## src/rtl/rr_grant_arbiter.sv

```systemverilog
// Round-robin arbiter: registered one-hot grant held under a valid/ready
// handshake; the pointer moves past each accepted winner so nobody starves.
module rr_grant_arbiter #(
    parameter int NUM_REQ = 8,
    parameter int IDX_W   = $clog2(NUM_REQ)
) (
    input  logic               clk_i,
    input  logic               rst_i,
    input  logic [NUM_REQ-1:0] req_i,
    output logic [NUM_REQ-1:0] gnt_o,
    output logic [IDX_W-1:0]   gnt_idx_o,
    output logic               gnt_valid_o,
    input  logic               gnt_ready_i,
    output logic [IDX_W-1:0]   ptr_o
);

    typedef enum logic {S_IDLE = 1'b0, S_GRANT = 1'b1} state_t;

    state_t             r_state, w_state_n;
    logic [NUM_REQ-1:0] r_gnt, w_gnt_n, w_win_oh;
    logic [IDX_W-1:0]   r_idx, w_idx_n;
    logic [IDX_W-1:0]   r_ptr, w_ptr_n;
    logic [IDX_W-1:0]   w_ptr_inc, w_sel_ptr;
    logic [IDX_W-1:0]   w_lo_all, w_lo_msk, w_win;
    logic               w_any, w_msk_hit;

    // At a handshake the next winner is picked against the advanced pointer,
    // which is what makes back-to-back grants rotate without a bubble.
    assign w_ptr_inc = (r_idx == IDX_W'(NUM_REQ - 1)) ? '0 : r_idx + 1'b1;
    assign w_sel_ptr = (r_state == S_GRANT) ? w_ptr_inc : r_ptr;

    // Descending scan: the last hit written is the lowest set index.
    always_comb begin
        w_lo_all  = '0;
        w_lo_msk  = '0;
        w_msk_hit = 1'b0;
        for (int k = NUM_REQ - 1; k >= 0; k--) begin
            if (req_i[k]) begin
                w_lo_all = IDX_W'(k);
                if (IDX_W'(k) >= w_sel_ptr) begin
                    w_lo_msk  = IDX_W'(k);
                    w_msk_hit = 1'b1;
                end
            end
        end
    end

    assign w_any    = |req_i;
    assign w_win    = w_msk_hit ? w_lo_msk : w_lo_all;
    assign w_win_oh = {{(NUM_REQ-1){1'b0}}, 1'b1} << w_win;

    always_comb begin
        w_state_n = r_state;
        w_gnt_n   = r_gnt;
        w_idx_n   = r_idx;
        w_ptr_n   = r_ptr;
        case (r_state)
            S_IDLE: begin
                if (w_any) begin
                    w_state_n = S_GRANT;
                    w_gnt_n   = w_win_oh;
                    w_idx_n   = w_win;
                end
            end
            S_GRANT: begin
                if (gnt_ready_i) begin
                    w_ptr_n = w_ptr_inc;
                    if (w_any) begin
                        w_gnt_n = w_win_oh;
                        w_idx_n = w_win;
                    end else begin
                        w_state_n = S_IDLE;
                        w_gnt_n   = '0;
                    end
                end
            end
            default: begin
                w_state_n = S_IDLE;
                w_gnt_n   = '0;
            end
        endcase
    end

    always_ff @(posedge clk_i or posedge rst_i) begin
        if (rst_i) begin
            r_state <= S_IDLE;
            r_gnt   <= '0;
            r_idx   <= '0;
            r_ptr   <= '0;
        end else begin
            r_state <= w_state_n;
            r_gnt   <= w_gnt_n;
            r_idx   <= w_idx_n;
            r_ptr   <= w_ptr_n;
        end
    end

    assign gnt_o       = r_gnt;
    assign gnt_idx_o   = r_idx;
    assign gnt_valid_o = (r_state == S_GRANT);
    assign ptr_o       = r_ptr;

endmodule

```

## config.mk

```make
export PLATFORM = sky130hd
export DESIGN_NAME = rr_grant_arbiter
export DESIGN_NICKNAME = d
export VERILOG_FILES = /design/src/rtl/rr_grant_arbiter.sv
export SDC_FILE = /design/constraint.sdc
export NUM_CORES = 1
export LEC_CHECK = 0
export CAP_MARGIN = 15
export CORE_MARGIN = 2
export CORE_UTILIZATION = 53
export CTS_BUF_LIST = sky130_fd_sc_hd__clkbuf_8
export DETAILED_ROUTE_END_ITERATION = 12
export PLACE_DENSITY_LB_ADDON = 0.3
export SYNTH_ARGS = -nofsm -noshare
export SYNTH_HDL_FRONTEND = slang
export SYNTH_SLANG_ARGS = --single-unit
```

## constraint.sdc

```tcl
create_clock -name clk_i -period 4.9 [get_ports clk_i]
set_clock_uncertainty 0.15 [all_clocks]
set_input_delay 0.98 -clock clk_i [delete_from_list [all_inputs] [get_ports clk_i]]
set_output_delay 0.98 -clock clk_i [all_outputs]
set_load 0.005 [all_outputs]
```

# After elaboration in Yosys (flattened, before gate mapping)
# Index checks and enable logic that the tools add are counted.
dict set report totals {
  ff_bits 15
  in_bits 11
  output_inout_bits 15
  elab_cells 74
}
dict set report classes {
  addsub 1
  order_cmp 8
  eq_ne 3
  shifts 1
  mux 53
  bitwise 1
  reduce_logical 3
}
# cell count
set ops {}
lappend ops {{two-way mux 3 bit} 29}
lappend ops {{two-way mux 8 bit} 3}
lappend ops {{two-way mux 1 bit} 18}
lappend ops {{case mux 8 bit (2 select lines)} 1}
lappend ops {{greater-or-equal comparator 3 bit (first input constant)} 4}
lappend ops {{OR reduction 8 bit} 1}
lappend ops {{left shift 1 x 3 -> 8 bit (first input constant)} 1}
lappend ops {{greater-or-equal comparator 1 x 3 -> 1 bit (first input constant)} 2}
lappend ops {{greater-or-equal comparator 2 x 3 -> 1 bit (first input constant)} 2}
lappend ops {{case mux 3 bit (2 select lines)} 1}
lappend ops {{inequality test 2 bit (second input constant)} 2}
lappend ops {{AND reduction 2 bit} 2}
lappend ops {{adder 3 x 1 -> 3 bit (second input constant)} 1}
lappend ops {{== test 3 bit (second input constant)} 1}
lappend ops {{case mux 1 bit (2 select lines)} 1}
lappend ops {{NOT 1 bit} 1}

# Longest topological paths before layout
dict set report logic_depth {
  word_depth 25
  depth_mapped 8
  mapped_depth_nobuf 8
}

# Worst setup path before layout
# OpenSTA, ideal clock, no wires.
dict set report synth_timing {
  kind {flip-flop to flip-flop}
  startpoint {register r_idx[0], in the netlist gnt_idx_o[0]}
  endpoint {register r_gnt[1], in the netlist gnt_o[1]}
  setup_time_ns 0.122
  t_arrival_ns 2.230
  required_time_ns 4.628
  setup_slack_ns 2.398
  stages_incl_launch_ff 9
  path_buffers 0
  period_less_slack_ns 2.502
  cell_sequence {dfrtp_1 > ha_1 > ha_1 > mux2i_1 > a211oi_1 > or3_1 > and3_1 > o21a_1 > a32o_1}
}
dict set report synth_between {
  elab_chain_len 25
  word_cells_on_any_way 50
  cone_classes {add/sub: 1; order compare: 8; eq/ne: 1; shift: 1; mux: 39}
}
# element line
set synth_lines {}
lappend synth_lines {{start, declared} 21} ;# logic [IDX_W-1:0] r_idx, w_idx_n;
lappend synth_lines {{start signal, assigned} 93} ;# r_idx <= w_idx_n;
lappend synth_lines {{adder 3 x 1 -> 3 bit / == test 3 bit (equally long branches)} 29} ;# assign w_ptr_inc = (r_idx == IDX_W'(NUM_REQ - 1)) ? '0 : r_idx + 1'b1;
lappend synth_lines {{two-way mux 3 bit *} 29}
lappend synth_lines {{via w_ptr_inc[2]} 23} ;# logic [IDX_W-1:0] w_ptr_inc, w_sel_ptr;
lappend synth_lines {{two-way mux 3 bit *} 30} ;# assign w_sel_ptr = (r_state == S_GRANT) ? w_ptr_inc : r_ptr;
lappend synth_lines {{greater-or-equal comparator 3 bit} 40} ;# if (IDX_W'(k) >= w_sel_ptr) begin
lappend synth_lines {{two-way mux 3 bit / two-way mux 1 bit (equally long branches)} 40}
lappend synth_lines {{two-way mux 3 bit / two-way mux 1 bit (equally long branches)} 38} ;# if (req_i[k]) begin
lappend synth_lines {{two-way mux 3 bit / two-way mux 1 bit (equally long branches)} 40}
lappend synth_lines {{(+10 left out)} -}
lappend synth_lines {{two-way mux 3 bit / two-way mux 1 bit (equally long branches)} 38}
lappend synth_lines {{two-way mux 3 bit / two-way mux 1 bit (equally long branches)} 40}
lappend synth_lines {{two-way mux 3 bit / two-way mux 1 bit (equally long branches)} 38}
lappend synth_lines {{two-way mux 3 bit *} 49} ;# assign w_win = w_msk_hit ? w_lo_msk : w_lo_all;
lappend synth_lines {{left shift 1 x 3 -> 8 bit *} 50} ;# assign w_win_oh = {{(NUM_REQ-1){1'b0}}, 1'b1} << w_win;
lappend synth_lines {{two-way mux 8 bit} 68} ;# if (w_any) begin
lappend synth_lines {{two-way mux 8 bit} 66} ;# if (gnt_ready_i) begin
lappend synth_lines {{case mux 8 bit (2 select lines) *} 57} ;# case (r_state)
lappend synth_lines {{end signal, assigned} 92} ;# r_gnt <= w_gnt_n;
lappend synth_lines {{end, declared} 20} ;# logic [NUM_REQ-1:0] r_gnt, w_gnt_n, w_win_oh;
# The timed path passes the listed nets; every way through them passes the cells marked *. The select of a mux whose other input is x is not followed.
# A chain may end at the register's enable or synchronous reset.

# Worst setup path in the final report
dict set report layout_timing {
  startpoint {input req_i[2]}
  endpoint {register r_gnt[6], in the netlist gnt_o[6]}
}
dict set report layout_between {
  elab_chain_len 10
  word_cells_on_any_way 22
  cone_classes {eq/ne: 1; shift: 1; mux: 18; reduce/logical: 2}
}
# element line
set layout_lines {}
lappend layout_lines {{start, declared} 9} ;# input logic [NUM_REQ-1:0] req_i,
lappend layout_lines {{two-way mux 3 bit / two-way mux 1 bit (equally long branches)} 38}
lappend layout_lines {{two-way mux 3 bit / two-way mux 1 bit (equally long branches)} 40}
lappend layout_lines {{two-way mux 3 bit / two-way mux 1 bit (equally long branches)} 38}
lappend layout_lines {{two-way mux 3 bit / two-way mux 1 bit (equally long branches)} 40}
lappend layout_lines {{two-way mux 3 bit / two-way mux 1 bit (equally long branches)} 38}
lappend layout_lines {{two-way mux 3 bit} 49}
lappend layout_lines {{left shift 1 x 3 -> 8 bit} 50}
lappend layout_lines {{two-way mux 8 bit} 68}
lappend layout_lines {{two-way mux 8 bit} 66}
lappend layout_lines {{case mux 8 bit (2 select lines)} 57}
# Several ways; a longest one is shown, not always the timed one. The select of a mux whose other input is x is not followed.

==> metrics.txt <==
switching power=0.000361 W; post-CTS sizing=0; Final ANT Viol Nets=0; Setup CP Type=in2reg; GR Util All Layers=between 20 and 30%; Initial Utilization=between 50 and 60%; root buf cell=clkbuf_8; # port buffers=25; fin cells=between 150 and 200; hold_sp=gnt_o[4]; CP required=between 4 and 5 ns; Register Area=~380 sq um; I/O pin count=26; CTS tree=built; die width=~47 um; area used by multi-input combinational logic=roughly 590 sq um; Combinational Power Share=between 60 and 70%; R2R Setup Slk=roughly 2.1 ns; first-pass GRT wire length=between 4 and 5 mm; maxcap violations=0; Seq/Total Area, Yosys=38.3%; arrival time at the worst endpoint=3.02 ns; clk_lat worst skew=~0.25 ns; clock share of power=12.4%; Die Area=around 2200 sq um; Max Freq=around 0.33 GHz; ys flop type=dfrtp_1; synth-to-layout area growth=32.9%; number of CTS-inserted buffers=3; Max-slew headroom=59.7%; endpoint class of the critical path=flop; Slowest cell on crit path=clkdlybuf4s50_1; Distinct cells, synth=38; vias in the first global route=between 900 and 1000; die height=around 47 um; # hold bufs at CTS=0; VDD IR-drop max=~440 uV; vias per cell=around 6.1; Inst Count DP=roughly 160; Via Count=slightly below 1000; clock slew at reported path FFs=0.06 ns; clock net sink count=15; Post-Syn Area=981 sq um; GPL Wtd Cong=~0.84; P_int=0.000471 W; CP startpoint kind=input pin; unrepaired setup endpoints after global routing=no; row count=15; R2R Path Start=gnt_idx_o[0]; final hold slack=approximately 0.34 ns; Reg power frac=25.4%; endpoints failing hold=0; largest net degree at the start of global routing=17; #FFs+latches synth=15; Hold Path End=gnt_o[4]; hold path cells=2; status=finished clean; number of synthesized flops with an enable pin=0; Post-DP HPWL=around 1.9 mm; sw frac=43.3%; Critical Path Max Stage Delay=approximately 0.53 ns; reg2reg end=gnt_o[1]; Cell Pwr Density=638 nW/um^2; DRT iter0 DRCs=31; worst-margin pin slew=about 0.60 ns; CTS H-tree lvls=1; LEAKAGE=approximately 0.55 nW; final wirelength=between 2 and 3 mm; final number of setup-violating endpoints=0; Tmin final=3.06 ns; diodes inserted=0; DR pass1 iterations=4; Longest Clk Path Bufs=2; CP max FO=9; # DRC=0; wire per inst=approximately 16 um; R2R depth=8; Synth async-reset ratio=100%; Syn Inst Count=about 110; area of the core=approximately 1700 sq um; Nets=148; share of cells above drive strength 1=about a tenth; setup TNS=0 ns; initial antenna violation count=0; Mapped Avg Cell Area=9.25 sq um; Slew Limit Fails=0; synth warn=0; total gr overflow=0; Fill cells=between 100 and 150; final period utilization=a little over three fifths; crit path cell chain=clkdlybuf4s50_1, inv_1, a2111o_1, and2_1, a32oi_1, a32oi_4, o41ai_1; syn_nets=approximately 120; min-delay worst type=reg2reg; Setup Buffers After CTS=0
worst max-delay path by stage:
stage	start	end	slack (ns)
2_1_floorplan	gnt_idx_o[0]	gnt_o[1]	2.40
3_3_place_gp	req_i[2]	gnt_o[6]	1.80
3_5_place_dp	req_i[2]	gnt_o[6]	1.64
4_1_cts	req_i[2]	gnt_o[6]	1.88
5_1_grt	req_i[2]	gnt_o[6]	1.80
6_report	req_i[2]	gnt_o[6]	1.84
state kept, by name, indices dropped and copies added, names as in the netlist:
register / count
gnt_idx_o: 3
gnt_o: 8
gnt_valid_o: 1
ptr_o: 3
Yosys cell counts (2+ instances only):
cell	count	area share (%)
a31oi_1	3	1.9
nor2_1	12	4.6
dfrtp_1	15	38
o211ai_1	2	1.5
o21ai_0	6	3.1
a21oi_1	4	2.0
and2_1	3	1.9
nand2_1	14	5.4
nand2b_1	4	2.6
inv_1	4	1.5
nand3_1	2	1.0
o31ai_1	3	2.3
nor3_1	2	1.0
mux2_2	3	3.4
ha_1	2	2.6
a211o_1	2	1.8
a32o_1	4	4.1
metrics by stage:
step / setup WS (ns) / utilization (%) / total power [W] / cell area [sq um]
final: 1.84 / 75.5 / 0.000832 / 1300
after detailed placement: 1.64 / 72.8 / 0.000720 / 1260
after CTS: 1.88 / 75.5 / 0.000827 / 1300
after global placement: 1.80 / 72.8 / 0.000704 / 1260
after floorplan: 2.40 / - / 0.000545 / 981
after global routing: 1.80 / 75.5 / 0.000886 / 1300
cell families (layout without fill, tap and decap cells):
family	count (synthesis)	count (layout)	share of synthesized area (%)
buf+inv	5	33	2.04
compound gates	35	35	29.0
mux	4	4	4.46
flops	15	15	38.3
simple gates	45	45	23.7
fa+ha+maj	2	2	2.55
placed cells by master, fill, tap and decap left out, types with 2 or more instances in the layout:
master	netlist	final
o31ai_1	3	3
a21oi_1	4	4
a31oi_1	3	3
and2_1	3	3
inv_1	4	4
a211o_1	2	2
a32o_1	4	4
dfrtp_1	15	15
nor3_1	2	2
nand2b_1	4	4
o21ai_0	6	6
nand2_1	14	14
nand3_1	2	2
o211ai_1	2	2
clkdlybuf4s50_1	0	25
nor2_1	12	12
ha_1	2	2
clkbuf_8	0	3
mux2_2	3	3
layout make-up:
cell class,count,share of cell area (%)
repair buffers,25,19.2
clock buffers,3,3.17
multi-input cells,86,44.9
flip-flops and latches,15,28.8
clock inverters,1,0.384
inverters,4,1.15
well taps,25,2.40
power groups by stage:
stage | clock, W | combinational (W) | sequential [W]
after CTS | 0.000104 | 0.000513 | 0.000210
after detailed placement | 0 | 0.000509 | 0.000211
after global placement | 0 | 0.000494 | 0.000210
after floorplan | 0 | 0.000338 | 0.000207
after global routing | 0.000109 | 0.000561 | 0.000216
final | 0.000103 | 0.000518 | 0.000211
per-layer routing:
metal | vias to the layer above | part of all wire [%] | track usage [%] | wire length, um
li1 | 460 | - | - | -
met1 | 459 | 42 | 36.5 | 1080
met2 | 46 | 49 | 44.7 | 1260
met3 | 9 | 7.8 | 4.62 | 203
met4 | 0 | 1.8 | 8.33 | 47
met5 | - | 0 | 0 | 0
critical path, delay by kind of cell:
family | cells | cell delay, ns
and+or+nand+nor | 1 | 0.20
AOI/OAI and AO/OA | 4 | 1.23
buffers and inverters | 2 | 0.61
(Power assumes the default switching activity.)
